--- src/rtl/adder_pkg.sv ---
// adder_pkg
// Shared definitions for the serial arithmetic blocks.
// Holds the two-state sequencer encoding used by serial_adder and
// intended for reuse by later bit-serial datapaths.
package adder_pkg;

    // IDLE waits for a start strobe, BUSY processes one bit per clock
    typedef enum logic {
        IDLE = 1'b0,
        BUSY = 1'b1
    } state_t;

endpackage

--- src/rtl/full_adder.sv ---
// full_adder
// One-bit combinational full adder cell.
// Ports:
//   a, b       - operand bits
//   carry_in   - incoming carry
//   sum        - a ^ b ^ carry_in
//   carry_out  - majority of the three inputs
module full_adder (
    input  logic a,
    input  logic b,
    input  logic carry_in,
    output logic sum,
    output logic carry_out
);

    assign sum       = a ^ b ^ carry_in;
    assign carry_out = (a & b) | (carry_in & (a ^ b));

endmodule

--- src/rtl/serial_adder.sv ---
// serial_adder
// Bit-serial WIDTH-bit adder. Operands and carry-in are captured on an
// accepted start, one bit is added per clock (LSB first) through a single
// full_adder cell, and the registered result is presented with a
// one-cycle done pulse.
// Ports:
//   clk        - rising-edge clock
//   rst_n      - asynchronous active-low reset
//   start      - request, only honoured while idle
//   a, b       - WIDTH-bit operands, captured on accepted start
//   carry_in   - initial carry, captured on accepted start
//   busy       - high while an addition is in progress
//   done       - one-cycle pulse when sum/carry_out have just updated
//   sum        - registered result, held until the next completion
//   carry_out  - registered final carry, held until the next completion
module serial_adder
    import adder_pkg::*;
#(
    parameter int WIDTH = 8
) (
    input  logic             clk,
    input  logic             rst_n,
    input  logic             start,
    input  logic [WIDTH-1:0] a,
    input  logic [WIDTH-1:0] b,
    input  logic             carry_in,
    output logic             busy,
    output logic             done,
    output logic [WIDTH-1:0] sum,
    output logic             carry_out
);

    localparam int CNT_W = $clog2(WIDTH + 1);
    localparam logic [CNT_W-1:0] LAST_CNT = CNT_W'(WIDTH - 1);

    state_t           state;
    logic [WIDTH-1:0] a_sh;
    logic [WIDTH-1:0] b_sh;
    logic [WIDTH-1:0] acc;
    logic [WIDTH-1:0] acc_next;
    logic [CNT_W-1:0] cnt;
    logic             c_reg;
    logic             fa_sum;
    logic             fa_carry;

    // The single adder cell always sees the current LSBs and the running carry
    full_adder u_full_adder (
        .a         (a_sh[0]),
        .b         (b_sh[0]),
        .carry_in  (c_reg),
        .sum       (fa_sum),
        .carry_out (fa_carry)
    );

    // New sum bits enter at the MSB so that after WIDTH shifts the first
    // (LSB) result bit has reached position 0. A one-bit accumulator has
    // nothing to shift, so it is handled separately.
    generate
        if (WIDTH == 1) begin : g_acc_one
            assign acc_next = fa_sum;
        end else begin : g_acc_multi
            assign acc_next = {fa_sum, acc[WIDTH-1:1]};
        end
    endgenerate

    assign busy = (state == BUSY);

    // Sequencer, operand shifters, bit counter and result registers.
    // done defaults low every cycle so it can only ever be a single pulse;
    // the result is copied from acc_next on the last bit so it appears in
    // the same edge as done rather than one cycle later.
    always_ff @(posedge clk or negedge rst_n) begin
        if (!rst_n) begin
            state     <= IDLE;
            a_sh      <= '0;
            b_sh      <= '0;
            acc       <= '0;
            cnt       <= '0;
            c_reg     <= 1'b0;
            sum       <= '0;
            carry_out <= 1'b0;
            done      <= 1'b0;
        end else begin
            done <= 1'b0;
            case (state)
                IDLE: begin
                    if (start) begin
                        a_sh  <= a;
                        b_sh  <= b;
                        c_reg <= carry_in;
                        acc   <= '0;
                        cnt   <= '0;
                        state <= BUSY;
                    end
                end
                BUSY: begin
                    acc   <= acc_next;
                    c_reg <= fa_carry;
                    a_sh  <= a_sh >> 1;
                    b_sh  <= b_sh >> 1;
                    cnt   <= cnt + CNT_W'(1);
                    if (cnt == LAST_CNT) begin
                        sum       <= acc_next;
                        carry_out <= fa_carry;
                        done      <= 1'b1;
                        state     <= IDLE;
                    end
                end
                default: state <= IDLE;
            endcase
        end
    end

endmodule

--- config.mk ---
export PLATFORM = sky130hd
export DESIGN_NAME = serial_adder
export DESIGN_NICKNAME = d
export VERILOG_FILES = /design/src/rtl/adder_pkg.sv /design/src/rtl/full_adder.sv /design/src/rtl/serial_adder.sv
export SDC_FILE = /design/constraint.sdc
export NUM_CORES = 1
export LEC_CHECK = 0
export BUFFER_PORTS_ARGS = -buffer_cell sky130_fd_sc_hd__buf_2
export CAP_MARGIN = 5
export CELL_PAD_IN_SITES_DETAIL_PLACEMENT = 1
export CELL_PAD_IN_SITES_GLOBAL_PLACEMENT = 1
export CORE_UTILIZATION = 43
export DETAILED_ROUTE_END_ITERATION = 12
export GPL_TIMING_DRIVEN = 0
export PLACE_DENSITY_LB_ADDON = 0.1
export SYNTH_ARGS = -nofsm -noshare
export SYNTH_HDL_FRONTEND = slang
export SYNTH_HIERARCHICAL = 1
export SYNTH_SLANG_ARGS = --single-unit
--- constraint.sdc ---
create_clock -name clk -period 1.8 [get_ports clk]
set_input_delay 0.18 -clock clk [delete_from_list [all_inputs] [get_ports clk]]
set_output_delay 0.18 -clock clk [all_outputs]
set_load 0.005 [all_outputs]
Word-level counts from Yosys, hierarchy flattened
Index checks and enable logic that the tools add are counted.

Flip-flop bits (word level): 40. Input port bits: 20. Output and inout bits: 11. Logic and storage cells: 34.

$add $sub $neg: 1. Equality and inequality tests: 2. Multiplexer cells: 15. Bitwise logic cells: 6. Reductions and logical operators: 1.

Operators with widths (count): 8-bit case mux with 2 select lines (3); 8-bit 2-to-1 mux (3); 4-bit case mux with 2 select lines (1); 1-bit 2-to-1 mux (5); 4-bit by 1-bit adder with 4-bit output (second input constant) (1); 4-bit by 3-bit == test with 1-bit output (second input constant) (1); 4-bit 2-to-1 mux (1); 1-bit case mux with 2 select lines (2); 1-bit AND (2); 2-bit inequality test (second input constant) (1); 2-bit AND reduction (1); 1-bit XOR (2); 1-bit NOT (1); 1-bit bitwise OR (1).

Depth between registers and ports, before layout
Gate-level depths: netlist (run 1).

Word-level depth: 4. Depth in mapped cells: 4. Gate-level depth less buffers: 4.

Cells and area by module
Netlist (run 1), hierarchy kept.

By module, submodules not included: serial_adder (times used 1, cells each 139, area each 1656.6 µm², seq. area each 975.9 µm²); full_adder (times used 1, cells each 1, area each 20.0 µm², seq. area each 0.0 µm²).

Least setup slack after synthesis (run 1)
Ideal clock, no wire load.

Path kind: register -> register. Start point: reg cnt[0]. End point: reg carry_out. Setup time: 0.125 ns. Arrival time: 1.134 ns. Data required time: 1.675 ns. Slack: 0.542 ns. Cell stages (with the launch flop): 4. Path buffers: 0. Clock period less this slack: 1.258 ns. Path through: dfrtp_1 -> ha_1 -> nand4b_4 -> mux2_2.

Word-level cells in the longest chain between the ends: 2.

RTL lines: start, declared (RTL line serial_adder.sv:41) `logic [CNT_W-1:0] cnt;`; start signal, assigned (RTL line serial_adder.sv:101) `cnt <= cnt + CNT_W'(1);`; 4-bit by 3-bit == test with 1-bit output (RTL line serial_adder.sv:102) `if (cnt == LAST_CNT) begin`; 2-bit AND reduction (no line); end signal, assigned (RTL line serial_adder.sv:104) `carry_out <= fa_carry;`; end, declared (RTL line serial_adder.sv:30) `output logic carry_out`.

No other way between the ends. A chain may end at the register's enable or synchronous reset.

Final worst setup path (run 1)
Start point: reg cnt[0]. End point: reg sum[6].

Word-level cells in the longest chain between the ends: 2.

RTL lines: 4-bit by 3-bit == test with 1-bit output (RTL line serial_adder.sv:102); 2-bit AND reduction (no line); end signal, assigned (RTL line serial_adder.sv:103) `sum <= acc_next;`; end, declared (RTL line serial_adder.sv:29) `output logic [WIDTH-1:0] sum,`.

No other way between the ends.

==> impl_metrics.toml, run 1 <==
[run_status]
status = "completed"

[critical_path]
critical_path_class = "reg2reg"
crit_arrival_ns = 1.55
r2r-end = "sum[6]$_DFFE_PN0P_"
r2r_start = "cnt[0]$_DFFE_PN0P_"
ff2ff_path_depth = 3
cp.required_ns = 1.97
ff2ff_setup_slack_ns = 0.42
cp_max_fo = 10
cp-end-kind = "register"
startpoint_type = "register"

[synthesis]
synth_top_area_share_pct = 58.2
ys_seq_area_share_pct = 58.2
ys_types = 17
synth_nets = 162
async_reset_ff_share_pct = 100
synthTopCellsByCount = "39 x dfrtp_1, 22 x nand2_1, 22 x o21ai_0"
synth_most_common_cell = "dfrtp_1"
syn-instance-count = 140
synth_area_um2 = 1680
yosys-top-cells-area = "dfrtp_1 58%, mux2i_1 11%, o21ai_0 6.6%, mux2_2 6.0%, nand2_1 4.9%"
synth_top_area_cell = "dfrtp_1"
ys_warn_count = 6
synth_ff_type = "dfrtp_1"
synth-seq-cells = 39
synth-edff-count = 0
syn_avg_cell_area_um2 = 12.0

[power_and_ir_drop]
leakage_nw = 0.995
ir_drop_mv = 0.605
finalPower_mw = 3.03
p_per_area_nw_per_um2 = 1540

[die]
core_area_um2 = 3690
rows = 22
dieArea_um2 = 4150
initial_core_util_pct = 45.5
ioPinCount = 31
die_w_um = 64.4
dieHeight_um = 64.4

[grt]
first_global_vias = 1217
met3_usage_pct = 5.81
grt_usage_pct = 18.9
busiest_layer = "met2"
use_met1_pct = 23.4
grt_pass1_wl_um = 5780
use_met2_pct = 31.3
antenna_found_initial = 0
grt.overflow.total = 0
grt_max_degree = 40

[sta]
finalHoldViolations = 0
drv_slew = 0
min_period_ns = 1.38
post-route-period-util_pct = 76.5
tightest_slew_ns = 0.868
setup_viol = 0
clock_skew_ns = 0.00126
relSlewSlack_pct = 42.1
fmax_mhz = 726
tns_ns = 0
rsz0062_at_grt = "no"

[cts]
post_cts_buffers = 0
clk_pin_slew_ns = 0.07
cts-root-buf = "clkbuf_8"
cts_sinks = 39
cts-resized-gates = 0
numCtsBuffers = 5
holdBufCountCts = 0
tritoncts = "built"
clockBufferDepth = 2
clk_latency_ns = 0.29
htreeDepth = 2

[placement]
gp_congestion = 0.660
postPlaceCellArea_um2 = 1880
io_buffer_count = 29
hpwl_um = 2350

[run]
drv_cap = 0

[drt]
wirelength_um = 3320
drcViolationCount = 0
vias = 1147
drt-pass1-iter-count = 4
wl_per_cell_um = 14.8
drt_iter0_drc = 47
ant_nets = 0
via_per_inst = 5.10

[final_layout]
final_util_pct = 53.2
antenna_cells = 0
syn2layout_area_growth_pct = 17.1
reg_top3 = "a_sh (8), b_sh (8), sum (8)"
final_layout_size_suffix_gt1_share_pct = 29.9
nets = 198
final_area_um2 = 1960

[min_path]
hp-class = "in2async"
-- layer usage --
layer / share of wire (%) / up-vias / wire length (um)
li1: - / 545 / -
met1: 44 / 577 / 1460
met2: 51 / 21 / 1700
met3: 3.5 / 4 / 116
met4: 1.4 / 0 / 45
met5: 0 / - / 0
-- metrics by stage --
step / instances / setup slack [ns] / hold slack, ns
after floorplan: 140 / 0.542 / -0.116
after global placement: 217 / 0.472 / 0.327
after detailed placement: 217 / 0.409 / 0.347
after CTS: 225 / 0.400 / 0.0292
after global routing: 225 / 0.361 / 0.0586
final: 225 / 0.423 / 0.00545
-- final cells by class --
type,count,area [um^2]
Timing Repair Buffer,29,145
Multi-Input combinational cell,92,644
Sequential cell,39,976
Fill cell,410,1730
Clock buffer,7,76.3
Inverter,1,3.75
Buffer,8,52.6
Tap cell,48,60.1
Clock inverter,1,5.00
-- power by group --
part	leakage [nW]	switching, mW	total [mW]	internal [mW]
combinational	0.444	0.492	0.998	0.506
sequential	0.509	0.248	1.48	1.23
clock	0.0422	0.285	0.557	0.272
-- worst max-delay path, stage by stage (launching register included) --
cell      delay, ns
dfrtp_1        0.42
ha_1           0.27
nand4b_4       0.20
mux2_2         0.37
-- worst max path at each step --
stage                                  start                    end  slack (ns)  cells past startpoint
after floorplan           cnt[0]$_DFFE_PN0P_  carry_out$_DFFE_PN0P_        0.54                      3
after global placement    cnt[0]$_DFFE_PN0P_     sum[4]$_DFFE_PN0P_        0.47                      3
after detailed placement  cnt[0]$_DFFE_PN0P_     sum[6]$_DFFE_PN0P_        0.41                      3
after CTS                 cnt[0]$_DFFE_PN0P_     sum[6]$_DFFE_PN0P_        0.40                      3
after global routing          busy$_DFF_PN0_      c_reg$_DFFE_PN0P_        0.36                      3
final                     cnt[0]$_DFFE_PN0P_     sum[6]$_DFFE_PN0P_        0.42                      3
-- cells in the final DEF, fill, tap and decap left out --
cell,count
clkbuf_1,2
buf_4,5
xor2_1,1
fa_1,1
buf_2,32
clkinv_2,1
xnor2_1,1
a22o_1,3
inv_1,1
ha_1,1
nand4b_4,1
nand2_1,22
nor2_1,4
o21ai_0,22
dfrtp_1,39
mux2i_1,18
clkbuf_8,5
nand2b_1,8
nand3_1,1
mux2_2,9
-- logic make-up (layout without fill, tap and decap cells) --
kind of cell,count (synthesis),count (layout),share of synthesized area (%)
DFF,39,39,58.2
AOI/OAI and AO/OA,25,25,8.13
and+or+nand+nor,36,36,10.5
buffers and inverters,9,46,3.36
muxes,27,27,16.8
adders and majority gates,2,2,1.94
xor gates and xnor gates,2,2,1.04
(Power assumes the default switching activity.)
==> inputs of run 2 (changes only) <==
--- a/config.mk
+++ b/config.mk
@@ -9,7 +9,7 @@
 export CAP_MARGIN = 5
 export CELL_PAD_IN_SITES_DETAIL_PLACEMENT = 1
 export CELL_PAD_IN_SITES_GLOBAL_PLACEMENT = 1
-export CORE_UTILIZATION = 43
+export CORE_UTILIZATION = 39
 export DETAILED_ROUTE_END_ITERATION = 12
 export GPL_TIMING_DRIVEN = 0
 export PLACE_DENSITY_LB_ADDON = 0.1
==> constraint.sdc (replaced) <==
create_clock -name clk -period 1.1 [get_ports clk]
set_input_delay 0.11 -clock clk [delete_from_list [all_inputs] [get_ports clk]]
set_output_delay 0.11 -clock clk [all_outputs]
set_load 0.005 [all_outputs]
==> impl_metrics.toml, run 2 (same netlist as run 1, synthesis figures left out) <==
[sta]
worst_slack_ns = -0.163
finalHoldViolations = 39
clock_skew_ns = 0.00362
fmax_mhz = 791
min_period_ns = 1.26
drv_slew = 0
relSlewSlack_pct = 41.1
post-route-period-util_pct = 115
tightest_slew_ns = 0.883
hold_slack_ns = -0.0583
rsz0062_at_grt = "yes"
setup_viol = 12

[cts]
htreeDepth = 2
numCtsBuffers = 5
cts-root-buf = "clkbuf_8"
tritoncts = "built"
clk_pin_slew_ns = 0.08
cts_sinks = 39
clk_latency_ns = 0.28
clockBufferDepth = 2

[run]
drv_cap = 0

[grt]
first_global_vias = 1310
grt_pass1_wl_um = 6440
grt_usage_pct = 19.4
grt_max_degree = 40
antenna_found_initial = 0
grt.overflow.total = 0

[die]
die_w_um = 67.6
rows = 23
dieHeight_um = 67.6
initial_core_util_pct = 41.3
dieArea_um2 = 4570
core_area_um2 = 4060
ioPinCount = 31

[placement]
postPlaceCellArea_um2 = 1900
place_inst = 219
io_buffer_count = 29
gp_congestion = 0.669
hpwl_um = 2430

[run_status]
status = "complete, but fails checks"
violations = "hold timing, setup timing"

[drt]
drt_iter0_drc = 67
drcViolationCount = 0
vias = 1195
wl_per_cell_um = 16.3
wirelength_um = 3820
drt-pass1-iter-count = 4
ant_nets = 0
via_per_inst = 5.11

[power_and_ir_drop]
p_per_area_nw_per_um2 = 2790
ir_drop_mv = 0.990
leakage_nw = 1.09

[final_layout]
stdcell_count = 234
final_util_pct = 53.7
final_area_um2 = 2180
antenna_cells = 0
final_common_cell = "dfrtp_1"
final_layout_size_suffix_gt1_share_pct = 38.0
syn2layout_area_growth_pct = 30.0
mostFrequentLayoutCells = "37 x dfrtp_1, 31 x buf_2, 22 x nand2_1"
nets = 205
reg_top3 = "a_sh (8), b_sh (8), sum (8)"

[critical_path]
path_cells = "fa_2, mux2_2"
startpoint_type = "register"
crit_family = "adder cells"
max_stage_delay_ns = 0.47
critical_path_class = "reg2reg"
cp_slowest_cell = "fa_2"
path_buf_inv = 0
crit_arrival_ns = 1.44
cp-end-kind = "register"
cp_max_fo = 2
cp.required_ns = 1.28

[min_path]
hp-class = "in2async"
run 2: cell count changes in the layout (fill, tap and decap cells not counted), sizes merged:
cell,change
buf,+6
bufinv,+2
clkbuf,-1
clkinv,-1
nand4b,+1
run 2: power by group:
| group | internal (mW) | total [mW] | switching (mW) | leakage (nW) |
|---|---|---|---|---|
| combinational | 1.21 | 2.20 | 0.989 | 0.517 |
| clock | 0.907 | 1.41 | 0.501 | 0.0654 |
| sequential | 2.01 | 2.48 | 0.469 | 0.508 |
run 2: metrics by stage:
| stage | hold WS, ns | power [mW] | setup slack, ns | setup TNS (ns) |
|---|---|---|---|---|
| floorplan | -0.186 | 3.54 | -0.139 | -0.892 |
| finish | -0.0583 | 6.09 | -0.163 | -1.42 |
| detailed placement | 0.282 | 4.15 | -0.186 | -4.40 |
| global route | -0.00358 | 6.54 | -0.203 | -2.07 |
| global placement | 0.262 | 4.04 | -0.189 | -4.48 |
| CTS | -0.0421 | 6.01 | -0.173 | -1.35 |
run 2: per-layer routing:
metal,global-route usage (%),share of wire [%],vias to the layer above
li1,-,-,565
met1,24.5,45,607
met2,32.1,51,23
met3,4.56,3.8,0
met4,6.65,0,0
met5,0,0,-
run 2: layout make-up:
| cell class | instances | area [um^2] |
|---|---|---|
| Buffer | 8 | 76.3 |
| Clock buffer | 6 | 72.6 |
| Clock inverter | 2 | 60.1 |
| Fill cell | 442 | 1880 |
| Inverter | 1 | 6.26 |
| Multi-Input combinational cell | 93 | 728 |
| Sequential cell | 39 | 978 |
| Tap cell | 50 | 62.6 |
| Timing Repair Buffer | 35 | 195 |
run 2: path summary, 6_finish.rpt:
check | to | startpoint | depth (start not counted) | slack, ns
setup reg to reg | sum[7]$_DFFE_PN0P_ | a_sh[0]$_DFFE_PN0P_ | 2 | -0.16
min in group clk | a_sh[7]$_DFFE_PN0P_ | a[7] | 3 | 0.08
setup / recovery | sum[7]$_DFFE_PN0P_ | a_sh[0]$_DFFE_PN0P_ | 2 | -0.16
max in group asynchronous | cnt[2]$_DFFE_PN0P_ | rst_n | 1 | 0.56
hold reg to reg | a_sh[4]$_DFFE_PN0P_ | a_sh[5]$_DFFE_PN0P_ | 2 | 0.50
hold / removal | b_sh[1]$_DFFE_PN0P_ | rst_n | 1 | -0.06
run 2: repair_timing:
item	in CTS	in global routing
setup buffers	5	2
pin swaps	5	4
gates resized for setup	22	24
hold endpoints to repair	39	17
endpoints found under the setup margin	35	34
cloned	2	0
==> inputs of run 3 (changes only) <==
--- a/config.mk
+++ b/config.mk
@@ -11,7 +11,6 @@
 export CELL_PAD_IN_SITES_GLOBAL_PLACEMENT = 1
 export CORE_UTILIZATION = 39
 export DETAILED_ROUTE_END_ITERATION = 12
-export GPL_TIMING_DRIVEN = 0
 export PLACE_DENSITY_LB_ADDON = 0.1
 export SYNTH_ARGS = -nofsm -noshare
 export SYNTH_HDL_FRONTEND = slang
==> impl_metrics.toml, run 3 (same netlist as run 1, synthesis figures left out) <==
[die]
dieArea_um2 = 4570
ioPinCount = 31
core_area_um2 = 4060
die_w_um = 67.6
dieHeight_um = 67.6
initial_core_util_pct = 41.3
rows = 23

[critical_path]
r2r_start = "c_reg$_DFFE_PN0P_"
cp_max_fo = 2
cp.required_ns = 1.28
ff2ff_path_depth = 2
ff2ff_setup_slack_ns = -0.18
startpoint_type = "register"
cp-end-kind = "register"
crit_start = "c_reg$_DFFE_PN0P_"
cp_slowest_cell = "fa_2"
max_stage_delay_ns = 0.49
critical_path_class = "reg2reg"
path_buf_inv = 0
crit_arrival_ns = 1.46
path_cells = "fa_2, mux2_2"
crit_family = "adder cells"
r2r-end = "sum[7]$_DFFE_PN0P_"

[sta]
setup_viol = 14
finalHoldViolations = 0
clock_skew_ns = 0.00403
drv_slew = 0
worst_slack_ns = -0.183
relSlewSlack_pct = 84.9
fmax_mhz = 779
hold_slack_ns = 0.0694
tightest_slew_ns = 0.226
rsz0062_at_grt = "yes"
post-route-period-util_pct = 117
min_period_ns = 1.28

[drt]
wirelength_um = 3610
via_per_inst = 4.94
wl_per_cell_um = 15.0
drt_iter0_drc = 79
ant_nets = 0
drcViolationCount = 0
drt-pass1-iter-count = 4
vias = 1186

[final_layout]
final_layout_size_suffix_gt1_share_pct = 38.9
reg_top3 = "a_sh (8), b_sh (8), sum (8)"
mostFrequentLayoutCells = "37 x dfrtp_1, 29 x buf_2, 22 x nand2_1"
antenna_cells = 0
fillers = 437
syn2layout_area_growth_pct = 31.9
final_area_um2 = 2210
nets = 211
final_common_cell = "dfrtp_1"

[grt]
antenna_found_initial = 0
grt.overflow.total = 0
grt_pass1_wl_um = 5840
busiest_layer = "met2"
first_global_vias = 1207
grt_usage_pct = 18.2
use_met1_pct = 21.4
met3_usage_pct = 6.25
use_met2_pct = 30.3
grt_max_degree = 40

[run_status]
violations = "setup timing"
status = "complete, but fails checks"

[power_and_ir_drop]
leakage_nw = 1.11
clockPowerShare_pct = 16.3
swShare_pct = 33.8
p_switching_mw = 1.95
ir_drop_mv = 1.06
p_seq_share_pct = 42.5
intPower_mw = 3.82
p_per_area_nw_per_um2 = 2610
combPwrFrac_pct = 41.2

[placement]
io_buffer_count = 30
gp_congestion = 0.703
postPlaceCellArea_um2 = 1960
hpwl_um = 2320

[min_path]
min_to = "b_sh[7]$_DFFE_PN0P_"
hp-start = "b[7]"
min_delay_path_depth = 3
hp-class = "in2reg"

[cts]
tritoncts = "built"
cts-root-buf = "clkbuf_8"
htreeDepth = 2
clk_latency_ns = 0.29
numCtsBuffers = 5
clk_pin_slew_ns = 0.08
cts_sinks = 39
clockBufferDepth = 2

[run]
drv_cap = 0
## run 3: through the flow
step	power [mW]	setup TNS [ns]	utilization [%]	std cells	setup slack [ns]
finish	5.77	-1.40	54.5	240	-0.183
global route	6.22	-2.15	54.5	240	-0.210
CTS	5.46	-1.40	52.0	237	-0.158
detailed placement	4.28	-1.73	48.3	225	-0.187
global placement	4.14	-1.18	48.3	225	-0.152
floorplan	3.54	-0.892	-	140	-0.139
## run 3: what timing repair did
action	4_1_cts	5_1_grt
gates resized for setup	11	28
hold buffers	1	0
cloned	1	0
hold endpoints to repair	39	0
pin swaps	2	5
buffers inserted	2	4
setup endpoints to repair	21	32
## run 3: per-layer routing
layer	vias to the layer above	part of all wire, %
met5	-	0
met4	0	1.6
met3	7	4.3
met2	22	53
met1	583	41
li1	574	-
## run 3: worst max path at each step
| stage | end | slack [ns] | cells after the start |
|---|---|---|---|
| floorplan | sum[7]$_DFFE_PN0P_ | -0.14 | 2 |
| global placement | sum[7]$_DFFE_PN0P_ | -0.15 | 2 |
| detailed placement | sum[7]$_DFFE_PN0P_ | -0.19 | 2 |
| CTS | sum[7]$_DFFE_PN0P_ | -0.16 | 2 |
| global route | sum[7]$_DFFE_PN0P_ | -0.21 | 2 |
| finish | sum[7]$_DFFE_PN0P_ | -0.18 | 2 |
## run 3: power by group through the flow
stage	Combinational [mW]	Sequential (mW)	Clock (mW)
after floorplan	1.17	2.37	0
after global placement	1.77	2.37	0
after detailed placement	1.86	2.42	0
after CTS	2.06	2.44	0.961
after global routing	2.67	2.52	1.03
final	2.38	2.45	0.938
## run 3: layout make-up
| type | instances | area [um^2] | share of cell area (%) |
|---|---|---|---|
| inverters | 1 | 6.26 | 0.283 |
| clock buffers | 7 | 76.3 | 3.45 |
| repair buffers | 49 | 355 | 16.1 |
| multi-input cells | 93 | 728 | 32.9 |
| clock inverters | 1 | 5.00 | 0.226 |
| flip-flops and latches | 39 | 978 | 44.2 |
| well taps | 50 | 62.6 | 2.83 |
## run 3: worst register-to-register path, stage by stage (launching register included)
cell	delay, ns
dfrtp_1	0.41
fa_2	0.49
mux2_2	0.28
